File: config.mk
export PLATFORM = sky130hd
export DESIGN_NAME = vga_timing_gen_flat
export DESIGN_NICKNAME = d
export VERILOG_FILES = /design/src/rtl/vga_pkg.sv /design/src/rtl/vga_timing_gen_if.sv /design/src/rtl/vga_axis_counter.sv /design/src/rtl/vga_timing_gen.sv /design/src/flat_wrapper.sv
export SDC_FILE = /design/constraint.sdc
export NUM_CORES = 1
export LEC_CHECK = 0
export CAP_MARGIN = 0
export CORE_UTILIZATION = 49
export CTS_CLUSTER_DIAMETER = 40
export DETAILED_ROUTE_END_ITERATION = 10
export PLACE_DENSITY = 0.81
export SLEW_MARGIN = 20
export SYNTH_ARGS = -nofsm -noshare
export SYNTH_HDL_FRONTEND = slang
export SYNTH_SLANG_ARGS = --single-unit
File: constraint.sdc
create_clock -name clk -period 6.2 [get_ports clk]
set_input_delay 1.24 -clock clk [delete_from_list [all_inputs] [get_ports clk]]
set_output_delay 1.24 -clock clk [all_outputs]
set_load 0.005 [all_outputs]
File: src/rtl/vga_pkg.sv
// Shared VGA timing constants, the counter type and the axis-counter step function.
package vga_pkg;

  localparam int CNT_W = 10;
  typedef logic [CNT_W-1:0] cnt_t;

  localparam int CLK_DIV_DEF  = 2;
  localparam int H_ACTIVE_DEF = 640;
  localparam int H_FP_DEF     = 16;
  localparam int H_SYNC_DEF   = 96;
  localparam int H_BP_DEF     = 48;
  localparam int V_ACTIVE_DEF = 480;
  localparam int V_FP_DEF     = 10;
  localparam int V_SYNC_DEF   = 2;
  localparam int V_BP_DEF     = 33;

  localparam int H_TOTAL = H_ACTIVE_DEF + H_FP_DEF + H_SYNC_DEF + H_BP_DEF;
  localparam int V_TOTAL = V_ACTIVE_DEF + V_FP_DEF + V_SYNC_DEF + V_BP_DEF;

  // Next value of an axis counter: hold, wrap to zero, or advance by one.
  function automatic cnt_t axis_next(input cnt_t cur, input logic step, input logic wrap);
    cnt_t nxt;
    if (!step) begin
      nxt = cur;
    end else if (wrap) begin
      nxt = '0;
    end else begin
      nxt = cur + cnt_t'(1);
    end
    return nxt;
  endfunction

endpackage

File: src/rtl/vga_timing_gen_if.sv
// Raster timing bundle from vga_timing_gen to the pixel/colour logic and the DAC pins.
interface vga_timing_gen_if;
  import vga_pkg::*;

  logic pix_en;
  cnt_t h_count;
  cnt_t v_count;
  cnt_t x;
  cnt_t y;
  logic active;
  logic line_start;
  logic frame_start;
  logic VGA_HS;
  logic VGA_VS;
  logic VGA_BLANK_N;
  logic VGA_SYNC_N;
  logic VGA_CLK;

  // No valid/ready: pix_en is a free-running strobe with no backpressure. The
  // consumer must present pixel data for (x,y) by the clk in which the next pix_en is high.
  modport master (
    output pix_en, h_count, v_count, x, y, active, line_start, frame_start,
           VGA_HS, VGA_VS, VGA_BLANK_N, VGA_SYNC_N, VGA_CLK
  );

  modport slave (
    input pix_en, h_count, v_count, x, y, active, line_start, frame_start,
          VGA_HS, VGA_VS, VGA_BLANK_N, VGA_SYNC_N, VGA_CLK
  );

endinterface

File: src/rtl/vga_axis_counter.sv
// One raster axis: position counter plus sync/active decode of its next-state value.
module vga_axis_counter
  import vga_pkg::*;
#(
  parameter int ACTIVE = H_ACTIVE_DEF,
  parameter int FP     = H_FP_DEF,
  parameter int SYNC   = H_SYNC_DEF,
  parameter int BP     = H_BP_DEF
) (
  input  logic clk,
  input  logic reset,
  input  logic step,
  output cnt_t count,
  output logic wrap,
  output logic sync_n,
  output logic in_active
);

  localparam int   TOTAL   = ACTIVE + FP + SYNC + BP;
  localparam cnt_t LAST    = cnt_t'(TOTAL - 1);
  localparam cnt_t ACT_END = cnt_t'(ACTIVE);
  localparam cnt_t SYNC_LO = cnt_t'(ACTIVE + FP);
  localparam cnt_t SYNC_HI = cnt_t'(ACTIVE + FP + SYNC - 1);

  cnt_t count_q;
  cnt_t count_d;

  assign wrap    = step && (count_q == LAST);
  assign count_d = axis_next(count_q, step, wrap);

  // Decoded from count_d so the top can register them alongside the counter.
  assign sync_n    = !((count_d >= SYNC_LO) && (count_d <= SYNC_HI));
  assign in_active = (count_d < ACT_END);

  always_ff @(posedge clk) begin
    if (reset) begin
      count_q <= '0;
    end else begin
      count_q <= count_d;
    end
  end

  assign count = count_q;

endmodule

File: src/rtl/vga_timing_gen.sv
// 640x480@60 raster timing: pixel-rate divider, h/v axis counters and registered sync/blank pins.
module vga_timing_gen
  import vga_pkg::*;
#(
  parameter int CLK_DIV  = CLK_DIV_DEF,
  parameter int H_ACTIVE = H_ACTIVE_DEF,
  parameter int H_FP     = H_FP_DEF,
  parameter int H_SYNC   = H_SYNC_DEF,
  parameter int H_BP     = H_BP_DEF,
  parameter int V_ACTIVE = V_ACTIVE_DEF,
  parameter int V_FP     = V_FP_DEF,
  parameter int V_SYNC   = V_SYNC_DEF,
  parameter int V_BP     = V_BP_DEF
) (
  input  logic             clk,
  input  logic             reset,
  vga_timing_gen_if.master vga
);

  localparam int               DIV_W       = (CLK_DIV > 1) ? $clog2(CLK_DIV) : 1;
  localparam logic [DIV_W-1:0] DIV_MAX     = DIV_W'(CLK_DIV - 1);
  localparam logic             VGA_CLK_RST = (CLK_DIV == 1);

  logic [DIV_W-1:0] div_q;
  logic [DIV_W-1:0] div_d;
  logic             pix_en_q;
  logic             pix_en_d;
  logic             vga_clk_q;
  logic             vga_clk_d;
  logic             line_start_q;
  logic             frame_start_q;
  logic             active_q;
  logic             active_d;
  logic             hs_q;
  logic             vs_q;
  cnt_t             x_q;
  cnt_t             x_d;
  cnt_t             y_q;
  cnt_t             y_d;

  cnt_t h_count;
  cnt_t v_count;
  cnt_t h_next;
  cnt_t v_next;
  logic h_wrap;
  logic v_wrap;
  logic h_sync_n;
  logic v_sync_n;
  logic h_act;
  logic v_act;

  vga_axis_counter #(
    .ACTIVE (H_ACTIVE),
    .FP     (H_FP),
    .SYNC   (H_SYNC),
    .BP     (H_BP)
  ) u_h_axis (
    .clk       (clk),
    .reset     (reset),
    .step      (pix_en_q),
    .count     (h_count),
    .wrap      (h_wrap),
    .sync_n    (h_sync_n),
    .in_active (h_act)
  );

  vga_axis_counter #(
    .ACTIVE (V_ACTIVE),
    .FP     (V_FP),
    .SYNC   (V_SYNC),
    .BP     (V_BP)
  ) u_v_axis (
    .clk       (clk),
    .reset     (reset),
    .step      (h_wrap),
    .count     (v_count),
    .wrap      (v_wrap),
    .sync_n    (v_sync_n),
    .in_active (v_act)
  );

  assign div_d    = (div_q == DIV_MAX) ? '0 : div_q + DIV_W'(1);
  assign pix_en_d = (div_d == DIV_MAX);

  // A divide-by-one pixel clock cannot be phase-split, so it is held high.
  generate
    if (CLK_DIV == 1) begin : g_clk_undivided
      assign vga_clk_d = 1'b1;
    end else begin : g_clk_divided
      localparam logic [DIV_W-1:0] DIV_HALF = DIV_W'(CLK_DIV / 2);
      assign vga_clk_d = (div_d >= DIV_HALF);
    end
  endgenerate

  assign h_next   = axis_next(h_count, pix_en_q, h_wrap);
  assign v_next   = axis_next(v_count, h_wrap, v_wrap);
  assign active_d = h_act && v_act;
  assign x_d      = active_d ? h_next : '0;
  assign y_d      = active_d ? v_next : '0;

  always_ff @(posedge clk) begin
    if (reset) begin
      div_q         <= '0;
      pix_en_q      <= 1'b0;
      vga_clk_q     <= VGA_CLK_RST;
      line_start_q  <= 1'b0;
      frame_start_q <= 1'b0;
      active_q      <= 1'b1;
      x_q           <= '0;
      y_q           <= '0;
      hs_q          <= 1'b1;
      vs_q          <= 1'b1;
    end else begin
      div_q         <= div_d;
      pix_en_q      <= pix_en_d;
      vga_clk_q     <= vga_clk_d;
      line_start_q  <= h_wrap;
      frame_start_q <= v_wrap;
      active_q      <= active_d;
      x_q           <= x_d;
      y_q           <= y_d;
      hs_q          <= h_sync_n;
      vs_q          <= v_sync_n;
    end
  end

  assign vga.pix_en      = pix_en_q;
  assign vga.h_count     = h_count;
  assign vga.v_count     = v_count;
  assign vga.x           = x_q;
  assign vga.y           = y_q;
  assign vga.active      = active_q;
  assign vga.line_start  = line_start_q;
  assign vga.frame_start = frame_start_q;
  assign vga.VGA_HS      = hs_q;
  assign vga.VGA_VS      = vs_q;
  assign vga.VGA_BLANK_N = active_q;
  assign vga.VGA_SYNC_N  = 1'b0;
  assign vga.VGA_CLK     = vga_clk_q;

endmodule
File: src/flat_wrapper.sv
// flat-port wrapper written by rule: the top's interface ports become plain ports
module vga_timing_gen_flat import vga_pkg::*;
#(
  parameter int CLK_DIV  = CLK_DIV_DEF,
  parameter int H_ACTIVE = H_ACTIVE_DEF,
  parameter int H_FP     = H_FP_DEF,
  parameter int H_SYNC   = H_SYNC_DEF,
  parameter int H_BP     = H_BP_DEF,
  parameter int V_ACTIVE = V_ACTIVE_DEF,
  parameter int V_FP     = V_FP_DEF,
  parameter int V_SYNC   = V_SYNC_DEF,
  parameter int V_BP     = V_BP_DEF
)
  (clk, reset, vga_pix_en, vga_h_count, vga_v_count, vga_x, vga_y, vga_active, vga_line_start, vga_frame_start, vga_VGA_HS, vga_VGA_VS, vga_VGA_BLANK_N, vga_VGA_SYNC_N, vga_VGA_CLK);
  vga_timing_gen_if vga_i ();
  input  logic clk;
  input  logic reset;
  output wire logic [$bits(vga_i.pix_en)-1:0] vga_pix_en;
  output wire logic [$bits(vga_i.h_count)-1:0] vga_h_count;
  output wire logic [$bits(vga_i.v_count)-1:0] vga_v_count;
  output wire logic [$bits(vga_i.x)-1:0] vga_x;
  output wire logic [$bits(vga_i.y)-1:0] vga_y;
  output wire logic [$bits(vga_i.active)-1:0] vga_active;
  output wire logic [$bits(vga_i.line_start)-1:0] vga_line_start;
  output wire logic [$bits(vga_i.frame_start)-1:0] vga_frame_start;
  output wire logic [$bits(vga_i.VGA_HS)-1:0] vga_VGA_HS;
  output wire logic [$bits(vga_i.VGA_VS)-1:0] vga_VGA_VS;
  output wire logic [$bits(vga_i.VGA_BLANK_N)-1:0] vga_VGA_BLANK_N;
  output wire logic [$bits(vga_i.VGA_SYNC_N)-1:0] vga_VGA_SYNC_N;
  output wire logic [$bits(vga_i.VGA_CLK)-1:0] vga_VGA_CLK;
  assign vga_pix_en = vga_i.pix_en;
  assign vga_h_count = vga_i.h_count;
  assign vga_v_count = vga_i.v_count;
  assign vga_x = vga_i.x;
  assign vga_y = vga_i.y;
  assign vga_active = vga_i.active;
  assign vga_line_start = vga_i.line_start;
  assign vga_frame_start = vga_i.frame_start;
  assign vga_VGA_HS = vga_i.VGA_HS;
  assign vga_VGA_VS = vga_i.VGA_VS;
  assign vga_VGA_BLANK_N = vga_i.VGA_BLANK_N;
  assign vga_VGA_SYNC_N = vga_i.VGA_SYNC_N;
  assign vga_VGA_CLK = vga_i.VGA_CLK;
  vga_timing_gen #(.CLK_DIV(CLK_DIV), .H_ACTIVE(H_ACTIVE), .H_FP(H_FP), .H_SYNC(H_SYNC), .H_BP(H_BP), .V_ACTIVE(V_ACTIVE), .V_FP(V_FP), .V_SYNC(V_SYNC), .V_BP(V_BP)) u_core (.clk(clk), .reset(reset), .vga(vga_i));
endmodule
=== Word level (Yosys, flattened, before mapping) ===
Index checks and enable logic that the tools add are counted.

* Bits in registers: 47
* Output and inout port bits: 49
* Logic and storage cells: 37

* Bitwise gates (word level): 1
* Reduce and logical (&&, ||, !) cells: 8
* Add/subtract/negate cells: 3
* Mux-type cells: 5
* Magnitude comparators: 7
* Equality and inequality tests: 2

{| class="wikitable"
|+ Operators by type and width
! operator !! number
|-
| $mux W10 || 4
|-
| $add A10 B1 Y10 const B || 2
|-
| $eq A10 B10 Y1 const B || 2
|-
| $ge A10 B10 Y1 const B || 1
|-
| $ge A10 B9 Y1 const B || 1
|-
| $le A10 B10 Y1 const B || 1
|-
| $le A10 B9 Y1 const B || 1
|-
| $lt A10 B10 Y1 const B || 1
|-
| $lt A10 B9 Y1 const B || 1
|-
| $logic_and A1 B1 Y1 || 5
|-
| $logic_not A1 Y1 || 2
|-
| $reduce_or A2 Y1 || 1
|-
| $add A1 B1 Y1 const B || 1
|-
| $ge A1 B1 Y1 const B || 1
|-
| $mux W1 || 1
|-
| $not A1 Y1 || 1
|}

=== Depth between registers and ports, before layout ===
* Depth in word-level cells: 9
* Gate-level depth with buffers: 9

=== Hierarchy ===
A second synthesis with hierarchy kept.

* Cells, all modules: 288
* Area, all modules: 2,431.1 sq um

{| class="wikitable"
|+ By module, submodules not included
! module !! area an instance (sq um) !! cells each !! times used !! sequential area each (sq um)
|-
| vga_timing_gen || 1,094.8 || 122 || 1 || 520.5
|-
| vga_axis_counter at u_core.u_h_axis || 675.6 || 82 || 1 || 200.2
|-
| vga_axis_counter at u_core.u_v_axis || 660.6 || 84 || 1 || 200.2
|}

=== Worst setup path before layout ===
Ideal clock, no wire load.

* Kind: register to register
* Start point: reg u_core.u_h_axis.count_q[0], in the netlist u_core.u_h_axis.count[0]
* End point: reg u_core.x_q[6], in the netlist u_core.vga.x[6]
* Clock period less this slack: 2.692 ns
* Cell stages (with the launch flop): 9
* Path buffers: 1
* Data arrival time: 2.560 ns
* Slack: 3.508 ns
* Path through: dfxtp_1 > ha_1 > nand4_2 > or4_4 > or3_1 > a211o_1 > o211ai_4 > buf_6 > nor3_1

* Word-level cells in the longest chain between the ends: 9
* Elaborated cells between the ends (all ways): 13
* Those cells by class: add/sub: 1; order compare: 2; eq/ne: 1; mux: 4; bitwise: 1; reduce/logical: 4

{| class="wikitable"
|+ Ends and longest elaborated chain
! item !! RTL line !! source
|-
| start: declaration || vga_axis_counter.sv:25 || <nowiki>cnt_t count_q;</nowiki>
|-
| start signal: assignment || vga_axis_counter.sv:39 || <nowiki>count_q <= count_d;</nowiki>
|-
| parallel branches: the longest is 9 deep, another holds $add A10 B1 Y10 || n/a ||
|-
| end signal: assignment || vga_timing_gen.sv:109 || <nowiki>x_q <= '0;</nowiki>
|-
| end signal: assignment || vga_timing_gen.sv:120 || <nowiki>x_q <= x_d;</nowiki>
|-
| end: declaration || vga_timing_gen.sv:36 || <nowiki>cnt_t x_q;</nowiki>
|}

Parallel ways; which one is timed is not known.
A chain may end at the register's enable or synchronous reset.

=== Worst setup path after layout ===
* Start point: reg u_core.u_h_axis.count_q[0], in the netlist u_core.u_h_axis.count[0]
* End point: reg u_core.y_q[3], in the netlist u_core.vga.y[3]

* Word-level cells in the longest chain between the ends: 9
* Elaborated cells between the ends (all ways): 13
* Those cells by class: add/sub: 1; order compare: 2; eq/ne: 1; mux: 4; bitwise: 1; reduce/logical: 4

{| class="wikitable"
|+ Ends and longest elaborated chain
! item !! RTL line !! source
|-
| parallel branches: the longest is 9 deep, another holds $add A10 B1 Y10 || n/a ||
|-
| end signal: assignment || vga_timing_gen.sv:121 || <nowiki>y_q <= y_d;</nowiki>
|-
| end: declaration || vga_timing_gen.sv:38 || <nowiki>cnt_t y_q;</nowiki>
|}

Parallel ways; which one is timed is not known.

==> run summary <==
Final min period: 3.02 ns
CP Data Required Time: 6.36 ns
CTS tree: done
status: completed
CP Launch Type: register
RSZ-0062 raised after global routing: no
initial antenna violation count: 0
Post-synth EDFFs: 0
pre-CTS WS: 3.19 ns
slowest library cell on the worst path: or4_4
Final Slew Violations: 0
Root Buffer: clkbuf_8
core box area: 3470 um2
FILL cells: 294
Synth-to-Final Area Change: 32.4%
Avg Cell Area, Syn: 9.21 um2
Crit. End Element: register
Max stage delay on crit path: 0.67 ns
leak pwr: 0.825 nW
critical path peak fanout: 18
Setup violations, final: 0
DRC: 0
post-route setup slack: 3.18 ns
RR Endpoint: u_core.vga.y[3]
Final Hold Vio Count: 0
Crit path arrival time: 3.18 ns
layout cells sized above 1: 0.0598
Critical Path Start: u_core.u_h_axis.count[0]
Setup TNS Final: 0 ns
R2R setup slack: 3.18 ns
Final Skew: 0.00485 ns
Power Density: 207 nW/um2
crit path buf inv count: 0
top-level I/O count: 51
FF+latch count, synth: 46
total wire length: 3900 um
Total GRT Usage: 0.207
Worst path top cell family by delay: simple AND/OR/NAND/NOR gates
Antenna diodes: 0
count of hold-fix buffers inserted at cts: 0
RR Startpoint: u_core.u_h_axis.count[0]
TritonCTS Buffers: 5
register area share after synthesis: 0.497
die height: 63.5 um
Final ANT Viol Nets: 0
GPL Wtd Cong: 0.890
die width: 63.5 um
worst skew pair latency: 0.29 ns
PortBufs: 49
Die ar.: 4030 um2
clock transition at the registers of the reported paths: 0.08 ns
first-pass GRT wire length: 6560 um
via-per-instance ratio: 5.41
Design Power: 0.506 mW
Synth Flop Type: dfxtp_1
drt initial violations: 59
synth warn: 0
routed len/inst: 13.1 um
Tcrit/Tclk final: 0.487
Setup crit end: u_core.vga.y[3]
critical-path cell list: ha_1 -> nand4_2 -> or4_4 -> or3_1 -> a211o_1 -> o211ai_4 -> a211oi_1
final core occ: 0.707
DR vias: 1606
Post-CTS Setup Inserts: 0
dpl hpwl: 2720 um
maxcap violations: 0
post-cts sizing count: 0
worst slew pin tran: 0.702 ns
Cell Area, Synth: 1850 um2
nets: 255
FP Rows: 21
vias in the first global route: 1409
maximum vdd drop: 0.150 mV
Overflow after GRT: 0
Worst Hold Class: register to register
fmax: 331 MHz
drt pass-1 iters: 4
Slew Limit Headroom: 0.528
CTS max path bufs: 2
cell count after synthesis: 201
clock tree sinks: 46
WS Path Type: register to register
starting density of the core: 0.534
CP Depth: 7
number of distinct library cells after synthesis: 43
H-tree depth: 2
maximum number of pins on one net before global-route repair: 42
Worst Reg-to-Reg Cells: 7
Async SR Flop Fraction: 0
==> cell usage after synthesis (4+ instances only) <==
cell type	number	area (um2)
a21oi_1	9	45.0
dfxtp_1	46	921
inv_1	5	18.8
nand2_1	11	41.3
nand3_1	6	30.0
nand4_1	7	43.8
nor2_1	23	86.3
nor3_1	24	120
nor4_1	4	25.0
o21ai_0	4	20.0
or3_1	4	25.0
xnor2_1	6	52.6
xor2_1	5	43.8
==> power by group <==
| group | leakage (nW) | switching (mW) | total, mW | internal [mW] |
|---|---|---|---|---|
| clock | 0.0482 | 0.0917 | 0.182 | 0.0899 |
| combinational | 0.405 | 0.0101 | 0.0212 | 0.0110 |
| sequential | 0.372 | 0.00470 | 0.304 | 0.299 |
| total | 0.825 | 0.107 | 0.506 | 0.400 |
==> layout by cell type, fill, tap and decap left out, types with 3 or more instances in the layout <==
cell / count
a21oi_1: 9
dfxtp_1: 46
nor3_1: 24
nand3_1: 6
a31oi_1: 3
clkdlybuf4s50_1: 49
or3_1: 4
o21ai_0: 4
nand2b_1: 3
nand2_1: 11
ha_1: 3
nor4_1: 4
xor2_1: 5
nor2_1: 23
nand4_1: 7
clkbuf_8: 6
xnor2_1: 6
inv_1: 5
==> cells by family after synthesis <==
kind of cell,Yosys count,synth area share
buf+inv,15,0.0412
flops,46,0.497
simple gates,98,0.286
other cells,1,0.00203
xor+xnor,11,0.0520
fa+ha+maj,3,0.0203
compound gates,27,0.101
==> worst register-to-register path, cell delays in order (launching register included) <==
cell and delay [ns]:
dfxtp_1 0.43, ha_1 0.23, nand4_2 0.24, or4_4 0.67, or3_1 0.39, a211o_1 0.35, o211ai_4 0.46, a211oi_1 0.11
==> sequential cells by signal, summed over array words and instances (netlist names) <==
register / flops
u_core.vga.VGA_BLANK_N: 1
u_core.vga.frame_start: 1
u_core.u_v_axis.count: 10
u_core.vga.VGA_CLK: 1
u_core.u_h_axis.count: 10
u_core.vga.VGA_HS: 1
u_core.vga.x: 10
u_core.vga.VGA_VS: 1
u_core.vga.y: 10
u_core.vga.line_start: 1
==> per-layer routing <==
layer / vias up / GRT usage / share of wire
met2: 46 / 0.311 / 0.45
met1: 739 / 0.294 / 0.49
li1: 813 / - / -
met4: 0 / 0.0909 / 0.017
met3: 8 / 0.0272 / 0.040
met5: - / 0 / 0
==> how the worst min path moves through the flow <==
| stage | cells after the start | slack (ns) | start | to |
|---|---|---|---|---|
| after floorplan | 2 | 0.55 | u_core.u_h_axis.count[0] | u_core.u_h_axis.count[0] |
| after global placement | 2 | 0.56 | u_core.u_h_axis.count[0] | u_core.u_h_axis.count[0] |
| after detailed placement | 2 | 0.58 | u_core.u_h_axis.count[0] | u_core.u_h_axis.count[0] |
| after CTS | 2 | 0.59 | u_core.u_h_axis.count[0] | u_core.u_h_axis.count[0] |
| after global routing | 2 | 0.62 | u_core.u_h_axis.count[0] | u_core.u_h_axis.count[0] |
| final | 2 | 0.59 | u_core.u_h_axis.count[0] | u_core.u_h_axis.count[0] |
==> layout make-up <==
class,count,area [um2],share of cell area
repair buffers,51,505,0.206
well taps,46,57.6,0.0235
clock buffers,7,86.3,0.0352
clock inverters,1,5.00,0.00204
multi-input cells,141,858,0.350
flip-flops and latches,46,921,0.376
inverters,5,18.8,0.00765
==> stage by stage <==
stage,cell area [um2],hold slack [ns],std cells
finish,2450,0.587,297
global route,2450,0.617,297
CTS,2450,0.594,297
detailed placement,2360,0.580,289
global placement,2360,0.564,289
floorplan,1860,0.552,202
(Power assumes the default switching activity.)
